**config.mk**
```make
export PLATFORM = sky130hd
export DESIGN_NAME = serial_adder
export DESIGN_NICKNAME = d
export VERILOG_FILES = /design/src/rtl/serial_adder_pkg.sv /design/src/rtl/serial_adder_digit_adder.sv /design/src/rtl/serial_adder.sv
export SDC_FILE = /design/constraint.sdc
export NUM_CORES = 1
export LEC_CHECK = 0
export BUFFER_PORTS_ARGS = -buffer_cell sky130_fd_sc_hd__buf_4
export CAP_MARGIN = 20
export CORE_MARGIN = 2
export CORE_UTILIZATION = 30
export DETAILED_ROUTE_END_ITERATION = 12
export HOLD_SLACK_MARGIN = 0.06
export PLACE_DENSITY = 0.56
export SLEW_MARGIN = 20
export SYNTH_ARGS = -nofsm -noshare
export SYNTH_HDL_FRONTEND = slang
export SYNTH_HIERARCHICAL = 1
export SYNTH_SLANG_ARGS = --single-unit
```
**constraint.sdc**
```tcl
create_clock -name clk -period 5.1 [get_ports clk]
set_input_delay 1.02 -clock clk [delete_from_list [all_inputs] [get_ports clk]]
set_output_delay 1.02 -clock clk [all_outputs]
set_load 0.05 [all_outputs]
```
**src/rtl/serial_adder_pkg.sv**
```systemverilog
// rtl/serial_adder_pkg.sv - shared types and helpers for the digit-serial adder
package serial_adder_pkg;

  typedef enum logic [1:0] {
    IDLE = 2'd0,
    RUN  = 2'd1,
    DONE = 2'd2
  } sa_state_t;

  // Digit counter width; a single-digit adder still needs one counter bit.
  function automatic int cnt_width(input int n);
    return (n > 1) ? $clog2(n) : 1;
  endfunction

endpackage

```
**src/rtl/serial_adder_digit_adder.sv**
```systemverilog
// rtl/serial_adder_digit_adder.sv - combinational DIGIT-bit ripple-carry slice
module digit_adder #(
  parameter int DIGIT = 4
) (
  input  logic [DIGIT-1:0] x,
  input  logic [DIGIT-1:0] y,
  input  logic             ci,
  output logic [DIGIT-1:0] s,
  output logic             co
);

  logic [DIGIT:0] c;

  assign c[0] = ci;

  // One full-adder cell per bit, carry rippling upward.
  for (genvar i = 0; i < DIGIT; i++) begin : g_fa
    assign s[i]   = x[i] ^ y[i] ^ c[i];
    assign c[i+1] = (x[i] & y[i]) | (x[i] & c[i]) | (y[i] & c[i]);
  end

  assign co = c[DIGIT];

endmodule

```
**src/rtl/serial_adder.sv**
```systemverilog
// rtl/serial_adder.sv - digit-serial adder/subtractor with start/done handshake
module serial_adder
  import serial_adder_pkg::*;
#(
  parameter int WIDTH = 32,
  parameter int DIGIT = 4
) (
  input  logic             clk,
  input  logic             rst,
  input  logic             start,
  input  logic [WIDTH-1:0] a,
  input  logic [WIDTH-1:0] b,
  input  logic             cin,
  input  logic             sub,
  output logic             ready,
  output logic             busy,
  output logic             done,
  output logic [WIDTH-1:0] sum,
  output logic             cout,
  output logic             ovf
);

  localparam int N  = WIDTH / DIGIT;
  localparam int CW = cnt_width(N);
  localparam logic [CW-1:0] LAST = CW'(N - 1);

  if ((WIDTH % DIGIT) != 0 || DIGIT > WIDTH) begin : g_bad_params
    $error("serial_adder: WIDTH must be a non-zero multiple of DIGIT");
  end

  sa_state_t        state_q;
  logic [WIDTH-1:0] opa_q;
  logic [WIDTH-1:0] opb_q;
  logic             carry_q;
  logic [WIDTH-1:0] acc_q;
  logic [WIDTH-1:0] acc_d;
  logic [CW-1:0]    cnt_q;
  logic             a_msb_q;
  logic             b_msb_q;
  logic [WIDTH-1:0] sum_q;
  logic             cout_q;
  logic             ovf_q;

  logic [DIGIT-1:0] slice_s;
  logic             slice_co;

  digit_adder #(.DIGIT(DIGIT)) u_digit (
    .x  (opa_q[DIGIT-1:0]),
    .y  (opb_q[DIGIT-1:0]),
    .ci (carry_q),
    .s  (slice_s),
    .co (slice_co)
  );

  // Slice result enters at the top; after N digits the LSB digit has reached bit 0.
  if (N == 1) begin : g_acc_single
    assign acc_d = slice_s;
  end else begin : g_acc_shift
    assign acc_d = {slice_s, acc_q[WIDTH-1:DIGIT]};
  end

  // Control FSM plus operand/accumulator shift registers and result registers.
  always_ff @(posedge clk or posedge rst) begin
    if (rst) begin
      state_q <= IDLE;
      opa_q   <= '0;
      opb_q   <= '0;
      carry_q <= 1'b0;
      acc_q   <= '0;
      cnt_q   <= '0;
      a_msb_q <= 1'b0;
      b_msb_q <= 1'b0;
      sum_q   <= '0;
      cout_q  <= 1'b0;
      ovf_q   <= 1'b0;
    end else begin
      case (state_q)
        IDLE: begin
          if (start) begin
            // Subtraction is A + ~B + 1; cin then acts as a borrow-in.
            opa_q   <= a;
            opb_q   <= sub ? ~b : b;
            carry_q <= cin ^ sub;
            acc_q   <= '0;
            cnt_q   <= '0;
            a_msb_q <= a[WIDTH-1];
            b_msb_q <= b[WIDTH-1] ^ sub;
            state_q <= RUN;
          end
        end
        RUN: begin
          carry_q <= slice_co;
          opa_q   <= opa_q >> DIGIT;
          opb_q   <= opb_q >> DIGIT;
          acc_q   <= acc_d;
          cnt_q   <= cnt_q + CW'(1);
          if (cnt_q == LAST) begin
            sum_q   <= acc_d;
            cout_q  <= slice_co;
            ovf_q   <= (a_msb_q == b_msb_q) && (acc_d[WIDTH-1] != a_msb_q);
            state_q <= DONE;
          end
        end
        DONE: begin
          state_q <= IDLE;
        end
        default: begin
          state_q <= IDLE;
        end
      endcase
    end
  end

  assign ready = (state_q == IDLE);
  assign busy  = (state_q == RUN);
  assign done  = (state_q == DONE);
  assign sum   = sum_q;
  assign cout  = cout_q;
  assign ovf   = ovf_q;

endmodule

```
=== Word level (Yosys, flattened, before mapping) ===
Index checks and enable logic that the tools add are counted.

* Multiplexer cells: 14
* Bitwise gates (word level): 31
* Reduce and logical (&&, ||, !) cells: 7
* Equality and inequality tests: 7
* $add $sub $neg: 1

{| class="wikitable"
|+ Operator list
! cell !! number
|-
| $pmux W32 S2 || 3
|-
| $mux W32 || 4
|-
| $not A32 Y32 || 1
|-
| $and A1 B1 Y1 || 12
|-
| $xor A1 B1 Y1 || 10
|-
| $or A1 B1 Y1 || 8
|-
| $reduce_and A2 Y1 || 4
|-
| $pmux W3 S2 || 1
|-
| $mux W2 || 2
|-
| $pmux W2 S2 || 1
|-
| $add A3 B1 Y3 const B || 1
|-
| $eq A3 B3 Y1 const B || 1
|-
| $mux W3 || 1
|-
| $eq A2 B1 Y1 const B || 1
|-
| $eq A2 B2 Y1 const B || 1
|-
| $logic_not A2 Y1 || 1
|-
| $ne A2 B1 Y1 const B || 1
|-
| $ne A2 B2 Y1 const B || 1
|-
| $pmux W1 S2 || 1
|-
| $reduce_bool A2 Y1 || 1
|-
| $eq A1 B1 Y1 || 1
|-
| $logic_and A1 B1 Y1 || 1
|-
| $mux W1 || 1
|-
| $ne A1 B1 Y1 || 1
|}

* Word-level logic and storage cells: 71
* Output and inout bits: 37
* Register bits after elaboration: 138

=== Depth between registers and ports, before layout ===
Gate-level depths: netlist of the first run.

* Word-level depth: 13
* Mapped depth: 11
* Depth with buffers taken out: 11

=== Cells and area by module ===
Netlist of the first run, hierarchy kept.

{| class="wikitable"
|+ Modules (own cells, without submodules)
! module !! area an instance (µm²) !! instances !! cells each
|-
| serial_adder || 5939.4 || 1 || 551
|-
| digit_adder || 117.6 || 1 || 14
|}

=== Least setup slack after synthesis of the first run ===
Ideal clock, no wire load.

* Kind: register to output
* Start point: register state_q[1]
* End point: output port done
* Arrival time: 1.458 ns
* Stages on the path, launching flop included: 4
* Setup slack: 2.622 ns
* Path buffers: 2
* Path through: dfrtp_1 -> buf_2 -> clkbuf_1 -> nor2b_1

* Longest elaborated chain between the ends: 1

{| class="wikitable"
|+ RTL lines
! what !! RTL line !! source
|-
| start, declared || serial_adder.sv:31 || <nowiki>sa_state_t state_q;</nowiki>
|-
| start signal, assigned || serial_adder.sv:65 || <nowiki>state_q <= IDLE;</nowiki>
|-
| start signal, assigned || serial_adder.sv:88 || <nowiki>state_q <= RUN;</nowiki>
|-
| start signal, assigned || serial_adder.sv:101 || <nowiki>state_q <= DONE;</nowiki>
|-
| $eq A2 B2 Y1 || serial_adder.sv:116 || <nowiki>assign done = (state_q == DONE);</nowiki>
|-
| end, declared || serial_adder.sv:17 || <nowiki>output logic done,</nowiki>
|}

No other way between the ends.

=== Worst setup path after layout of the first run ===
* Start point: register state_q[0]
* End point: output port busy

* Longest elaborated chain between the ends: 1

{| class="wikitable"
|+ RTL lines
! what !! RTL line !! source
|-
| $eq A2 B1 Y1 || serial_adder.sv:115 || <nowiki>assign busy = (state_q == RUN);</nowiki>
|-
| end, declared || serial_adder.sv:16 || <nowiki>output logic busy,</nowiki>
|}

No other way between the ends.

==> insert_results.sql, run 1 <==
INSERT INTO impl_metrics (metric_group, metric, value, unit) VALUES
('clock_network', 'cts.hold.buffers_added', '0', ''),
('die', 'rows', '51', ''),
('critical_path', 'path_common_cell', 'buf_4', ''),
('sta', 'fin_setup_tns', '0', 'ns'),
('die', 'floorplan.die_area', '21300', 'µm²'),
('sta', 'fin_crit', '3.52', 'ns'),
('logic_synthesis', 'simple_gate_portion_of_the_synthesized_area', '13.6', '%'),
('logic_synthesis', 'yosys.area.top_type_share', '55.4', '%'),
('grt', 'first_global_vias', '4539', ''),
('power', 'p_switching', '2.03', 'mW'),
('critical_path', 'critical_path.startpoint_type', 'register', ''),
('logic_synthesis', 'syn_area_per_cell', '10.7', 'µm²'),
('clock_network', 'worst_setup_hold_path_clk_slew', '0.06', 'ns'),
('placement', 'place.port_buffers', '105', ''),
('placement', 'place_hpwl', '9430', 'µm'),
('sta', 'unrepaired_setup_endpoints_after_global_routing', 'no', ''),
('logic_synthesis', 'yosys-mux-area-fraction', '6.14', '%'),
('final_layout', 'finalNonFillerCells', '929', ''),
('grt', 'grt_total_usage', '13.8', '%'),
('clock_network', 'cts-buffers-inserted', '17', ''),
('final_layout', 'layout-area-overhead-vs-synth', '25.2', '%'),
('logic_synthesis', 'yosysUniqueCellTypes', '29', ''),
('sta', 'post-route-period-util', '68.9', '%'),
('final_layout', 'core_occupancy_in_the_finished_layout', '38.6', '%'),
('final_layout', 'final_net_count', '726', ''),
('die', 'initial_utilization', '30.8', '%'),
('clock_network', 'clock-root-buffer', 'clkbuf_16', ''),
('sta', 'timing.clock.skew', '0.00930', 'ns'),
('critical_path', 'timing.critical_path.slowest_stage_cell', 'inv_2', ''),
('power', 'vdd_drop_max', '280', 'µV'),
('clock_network', 'worst_skew_pair.late_latency', '0.42', 'ns'),
('final_layout', 'drive_gt1_share', '27.3', '%'),
('drt', 'detail-route-antenna-nets', '0', ''),
('drt', 'routed_wl', '14300', 'µm'),
('power', 'cellPowerDensity', '660', 'nW/µm²'),
('logic_synthesis', 'yosys-top-cells-area', 'dfrtp_1 (55%), mux2_2 (6.1%), a221o_1 (4.8%)', ''),
('clock_network', 'cts.htree.levels', '4', ''),
('sta', 'timing.final.max_slew_violations', '0', ''),
('critical_path', 'critical_path_class', 'reg2out', ''),
('logic_synthesis', 'area_leader_netlist', 'dfrtp_1', ''),
('logic_synthesis', 'synth_adder_area_share', '1.74', '%'),
('grt', 'grt_pass1_wl', '23700', 'µm'),
('critical_path', 'cp_cell_sequence', 'buf_4 -> nand2b_2 -> inv_2 -> buf_4', ''),
('drt', 'detail_route.iter0.violations', '222', ''),
('drt', 'first_pass_iters', '5', ''),
('die', 'die_height', '146', 'µm'),
('clock_network', 'postCtsSetupRepairBufs', '0', ''),
('grt', 'globalRoute.totalOverflow', '0', ''),
('critical_path', 'r2r_setup_slack', '2.32', 'ns'),
('critical_path', 'critPathCaptureType', 'output port', ''),
('sta', 'hold_viol', '0', ''),
('sta', 'achievable-frequency', '284', 'MHz'),
('power', 'proportion_of_power_drawn_by_flip_flops_and_latches', '36.5', '%'),
('job', 'maxcap_violations', '0', ''),
('power', 'power_frac_comb', '39.1', '%'),
('die', 'design.core.area', '19700', 'µm²'),
('drt', 'via_cell_ratio', '4.81', ''),
('die', 'ios', '106', ''),
('placement', 'place.detailed.instances', '897', ''),
('logic_synthesis', 'ys_warn_count', '6', ''),
('logic_synthesis', 'synth_compound_area_share', '13.5', '%'),
('drt', 'total_via_count_in_the_routed_design', '4468', ''),
('grt', 'grt_max_degree', '99', ''),
('grt', 'grt_antenna_before_repair', '0', ''),
('power', 'clock_power_share', '24.4', '%'),
('sta', 'remaining_max_slew_budget_at_the_tightest_pin', '40.1', '%'),
('logic_synthesis', 'synth_nets', '640', ''),
('status', 'result_of_the_run', 'finished, final reports clean', ''),
('sta', 'final-setup-viol-count', '0', ''),
('final_layout', 'layout_commonest_cell', 'dfrtp_1', ''),
('critical_path', 'critical_path_rt', '4.08', 'ns');
-- metrics by stage --
stage                     setup WS, ns  cell area [µm²]  hold slack (ns)
after floorplan                  0.497             6060            0.451
after global placement            2.07             7000            0.471
after detailed placement          2.02             7000            0.483
after CTS                         1.56             7580            0.500
after global routing              1.39             7580            0.510
final                             1.58             7580            0.497
-- final timing paths --
kind / from / to / depth (start not counted)
min: acc_q[12] / acc_q[8] / 2
max reg2reg: state_q[0] / opa_q[24] / 6
min reg2reg: acc_q[12] / acc_q[8] / 2
min in group asynchronous: rst / opa_q[12] / 2
max: state_q[0] / busy / 4
max in group asynchronous: rst / sum[8] / 3
-- power by group through the flow --
stage	clock network, mW	logic [mW]	registers (mW)
after floorplan	0	1.04	2.19
after global placement	0	1.93	1.83
after detailed placement	0	1.99	1.84
after CTS	1.24	1.99	1.83
after global routing	1.29	2.14	1.88
final	1.22	1.96	1.83
-- per-layer routing --
metal	wire, µm	GRT usage (%)	up-vias
li1	-	-	2126
met5	0	0	-
met3	653	3.94	19
met4	281	5.68	0
met2	6880	21.7	108
met1	6530	18.1	2215
-- state kept, by name, indices dropped and copies added, names as in the netlist, 2 cells and up --
register and cells:
sum 32, cnt_q 3, opb_q 32, acc_q 28, opa_q 32, state_q 2
-- synthesized netlist by cell type --
cell type  count
dfrtp_1      134
nand2_1       77
nand3_1       37
mux2_2        33
xnor2_1       32
nor2_1        31
o21ai_0       31
a21oi_1       29
a221o_1       29
nor2b_1       28
a22oi_1       26
buf_2         26
inv_1         12
clkbuf_1      11
buf_6          5
fa_1           4
and3b_1        3
o21ai_1        3
buf_1          2
buf_4          2
ha_1           2
a22o_1         1
inv_2          1
nand2b_1       1
nand3b_1       1
nor3b_1        1
o21bai_1       1
or3b_1         1
xor2_1         1
-- critical path, delay by kind of cell (launching register included) --
family / cells / cell delay [ns]
buf+inv: 3 / 1.20
simple gates: 1 / 0.53
flops: 1 / 0.32
-- area by class of cell --
cell class	count	area (µm²)	area share [%]
repair buffers	113	848	11.2
inverters	13	53.8	0.709
clock inverters	11	125	1.65
clock buffers	21	460	6.07
well taps	265	332	4.37
multi-input cells	372	2410	31.8
flip-flops and latches	134	3350	44.2
-- kinds of logic after synthesis --
| kind of cell | count (synthesis) |
|---|---|
| multiplexers | 33 |
| AND/OR/NAND/NOR | 180 |
| buffers and inverters | 59 |
| adder cells (fa/ha/maj) | 6 |
| AO/OA/AOI/OAI | 120 |
| XOR/XNOR | 33 |
| flip-flops | 134 |
(Power assumes the default switching activity.)
==> inputs of run 2 (changes only) <==
--- a/config.mk
+++ b/config.mk
@@ -5,6 +5,7 @@
 export SDC_FILE = /design/constraint.sdc
 export NUM_CORES = 1
 export LEC_CHECK = 0
+export ABC_AREA = 1
 export BUFFER_PORTS_ARGS = -buffer_cell sky130_fd_sc_hd__buf_4
 export CAP_MARGIN = 20
 export CORE_MARGIN = 2
==> constraint.sdc (replaced) <==
create_clock -name clk -period 3.3 [get_ports clk]
set_input_delay 0.66 -clock clk [delete_from_list [all_inputs] [get_ports clk]]
set_output_delay 0.66 -clock clk [all_outputs]
set_load 0.05 [all_outputs]
==> run 2 against run 1 <==
Effect of this change:
- register-to-register slack got worse by 1.4 ns
- final cell count up 28%
- area after synthesis rose by 3.1%
- sequential share of layout area is 1.3 points lower
- first-iteration DRC count increased by 55%
- worst setup slack lost 0.64 ns
- clock-buffer cell count shrank 1
- clock skew is 0.0031 ns higher
- critical path type is now reg2reg
- largest cell class unchanged
- highest routed layer unchanged
==> insert_results.sql, run 2 <==
INSERT INTO impl_metrics (metric_group, metric, value, unit) VALUES
('status', 'result_of_the_run', 'finished, final reports clean', ''),
('power', 'p_int', '4.41', 'mW'),
('job', 'maxcap_violations', '0', ''),
('drt', 'detail-route-antenna-nets', '0', ''),
('grt', 'grt_max_degree', '135', ''),
('logic_synthesis', 'number_of_flip_flops_and_latches_in_the_synthesized_netlist', '134', ''),
('sta', 'worst_slew_pin_slew', '0.928', 'ns'),
('sta', 'final-setup-viol-count', '0', ''),
('power', 'p_leak', '4.24', 'nW'),
('die', 'floorplan.die.width', '148', 'µm'),
('clock_network', 'clockBufferDepth', '2', ''),
('die', 'design.core.area', '20400', 'µm²'),
('clock_network', 'cts.htree.levels', '4', ''),
('critical_path', 'r2r_setup_slack', '0.94', 'ns'),
('drt', 'first_pass_iters', '4', ''),
('sta', 'unrepaired_setup_endpoints_after_global_routing', 'no', ''),
('final_layout', 'mostFrequentLayoutCells', 'nand2_1 (425), dfrtp_1 (134), buf_4 (110), inv_1 (72), nand3_1 (58)', ''),
('grt', 'grt_total_usage', '14.3', '%'),
('critical_path', 'critPathCaptureType', 'register', ''),
('final_layout', 'drive_gt1_share', '16.5', '%'),
('drt', 'detail_route.drc_violations', '0', ''),
('logic_synthesis', 'synth-edff-count', '0', ''),
('power', 'sw_frac_of_total', '42.2', '%'),
('placement', 'postPlaceCellArea', '7230', 'µm²'),
('critical_path', 'worst_path_fanout_max', '3', ''),
('logic_synthesis', 'yosys-top-cells-area', 'dfrtp_1 (54%), nand2_1 (26%), nand3_1 (4.6%)', ''),
('placement', 'place.detailed.instances', '1153', ''),
('sta', 'post-route-period-util', '71.4', '%'),
('drt', 'detail_route.iter0.violations', '343', ''),
('grt', 'grt_antenna_before_repair', '0', ''),
('die', 'ios', '106', ''),
('critical_path', 'critPathArrivalTime', '2.66', 'ns'),
('power', 'clock_power_share', '24.9', '%'),
('clock_network', 'worst_skew_pair.late_latency', '0.42', 'ns'),
('drt', 'wl_per_cell', '12.7', 'µm'),
('clock_network', 'cts.hold.buffers_added', '0', ''),
('critical_path', 'critical_path.startpoint_type', 'register', ''),
('grt', 'grt_pass1_wl', '25000', 'µm'),
('placement', 'place_hpwl', '9350', 'µm'),
('critical_path', 'critical_path_class', 'reg2reg', ''),
('logic_synthesis', 'synth_nets', '890', ''),
('final_layout', 'layout-area-overhead-vs-synth', '25.2', '%'),
('logic_synthesis', 'area_leader_netlist', 'dfrtp_1', ''),
('placement', 'gp_congestion', '0.758', ''),
('logic_synthesis', 'yosys.area.top_type_share', '53.7', '%'),
('sta', 'remaining_max_slew_budget_at_the_tightest_pin', '38.0', '%'),
('critical_path', 'cp_slowest_stage_delay', '0.40', 'ns'),
('final_layout', 'diode_insertion_count_for_antenna_repair', '0', ''),
('sta', 'fin_setup_tns', '0', 'ns'),
('clock_network', 'postCtsSetupRepairBufs', '0', ''),
('drt', 'total_via_count_in_the_routed_design', '5111', ''),
('sta', 'fin_crit', '2.36', 'ns'),
('critical_path', 'path_common_cell', 'inv_1', ''),
('logic_synthesis', 'dominantRegCellSynth', 'dfrtp_1', ''),
('final_layout', 'layout_commonest_cell', 'nand2_1', ''),
('power', 'proportion_of_power_drawn_by_flip_flops_and_latches', '35.8', '%'),
('logic_synthesis', 'synth.top_cells.by_count', 'nand2_1 (425), dfrtp_1 (134), inv_1 (73)', ''),
('sta', 'timing.clock.skew', '0.0124', 'ns'),
('clock_network', 'total_clock_sinks', '134', ''),
('power', 'vdd_drop_max', '290', 'µV'),
('final_layout', 'core_occupancy_in_the_finished_layout', '38.4', '%'),
('logic_synthesis', 'syn-cell-area', '6250', 'µm²'),
('final_layout', 'final_net_count', '977', ''),
('power', 'finalPower', '7.64', 'mW'),
('clock_network', 'worst_setup_hold_path_clk_slew', '0.06', 'ns'),
('logic_synthesis', 'yosysUniqueCellTypes', '18', ''),
('sta', 'hold_viol', '0', ''),
('clock_network', 'cts-buffers-inserted', '17', ''),
('drt', 'via_cell_ratio', '4.31', ''),
('clock_network', 'post_cts_resized', '0', ''),
('sta', 'timing.final.max_slew_violations', '0', ''),
('die', 'floorplan.die_area', '22000', 'µm²'),
('die', 'die_height', '148', 'µm'),
('die', 'initial_utilization', '30.7', '%'),
('critical_path', 'cp_cell_sequence', 'inv_1 -> fa_1 -> inv_1 -> fa_1 -> fa_1 -> inv_1 -> fa_1 -> inv_1 -> inv_1 -> nand3_1 -> nand2_1 -> nand2_1 -> nand2_1', ''),
('critical_path', 'critical_path_rt', '3.60', 'ns'),
('logic_synthesis', 'netlist_instances', '815', ''),
('placement', 'place.port_buffers', '105', ''),
('logic_synthesis', 'syn_area_per_cell', '7.66', 'µm²'),
('grt', 'globalRoute.totalOverflow', '0', ''),
('logic_synthesis', 'synthMostInstantiatedCell', 'nand2_1', ''),
('sta', 'achievable-frequency', '425', 'MHz'),
('final_layout', 'finalNonFillerCells', '1185', ''),
('power', 'cellPowerDensity', '977', 'nW/µm²'),
('power', 'power_frac_comb', '39.3', '%'),
('logic_synthesis', 'ys_warn_count', '6', ''),
('drt', 'routed_wl', '15000', 'µm'),
('logic_synthesis', 'async_reset_ff_share', '100', '%'),
('grt', 'first_global_vias', '4912', ''),
('clock_network', 'cts_tree', 'done', ''),
('clock_network', 'clock-root-buffer', 'clkbuf_16', ''),
('final_layout', 'final_area', '7820', 'µm²'),
('critical_path', 'timing.critical_path.slowest_stage_cell', 'fa_1', ''),
('logic_synthesis', 'yosysSeqAreaShare', '53.7', '%'),
('power', 'p_switching', '3.23', 'mW'),
('die', 'rows', '52', ''),
('worst_hold_path', 'hold_path.class', 'in2async', '');
run 2: kinds of logic (layout without fill, tap and decap cells):
| group | after synthesis | count (layout) | synth area share (%) |
|---|---|---|---|
| buffers and inverters | 120 | 220 | 8.13 |
| xor gates and xnor gates | 3 | 3 | 0.421 |
| AOI/OAI and AO/OA | 62 | 62 | 5.15 |
| adders and majority gates | 6 | 6 | 1.68 |
| DFF | 134 | 134 | 53.7 |
| and+or+nand+nor | 490 | 490 | 30.9 |
run 2: layer usage:
layer  part of all wire [%]  vias to the layer above  track usage [%]  routed length [µm]
met4                    1.1                        0             4.38                 163
li1                       -                     2651                -                   -
met1                     50                     2358             20.5                7490
met3                    4.5                       12             4.14                 679
met2                     45                       90             20.9                6710
met5                      0                        -                0                   0
run 2: final cells by class:
type	instances	area, µm²
clock inverters	12	143
inverters	76	289
clock buffers	20	447
well taps	270	338
multi-input cells	561	2380
fillers	2125	12500
flip-flops and latches	134	3350
repair buffers	112	866
run 2: worst paths after layout:
kind | startpoint | to | cells after the start
max reg2reg | opb_q[0] | ovf | 13
min reg2reg | acc_q[6] | sum[2] | 2
max in group asynchronous | rst | opa_q[7] | 3
min in group clk | a[28] | opa_q[28] | 3
min | rst | sum[3] | 3
max | opb_q[0] | ovf | 13
run 2: critical path, delay by kind of cell (launching register included):
kind | cells | cell delay (ns)
and+or+nand+nor | 4 | 0.23
adders and majority gates | 4 | 1.30
buffers and inverters | 5 | 0.34
DFF | 1 | 0.38
run 2: power by group through the flow:
stage | Combinational (mW) | Clock [mW] | Sequential, mW
4_1_cts | 3.06 | 1.95 | 2.74
5_1_grt | 3.37 | 2.03 | 2.83
2_1_floorplan | 1.58 | 0 | 3.34
6_report | 3.01 | 1.90 | 2.73
3_5_place_dp | 3.05 | 0 | 2.76
3_3_place_gp | 3.02 | 0 | 2.74
run 2: stage by stage:
stage	hold WS, ns	setup slack, ns
after floorplan	0.442	0.975
after global placement	0.451	0.974
after detailed placement	0.452	0.932
after CTS	0.421	0.921
after global routing	0.435	0.793
final	0.402	0.945
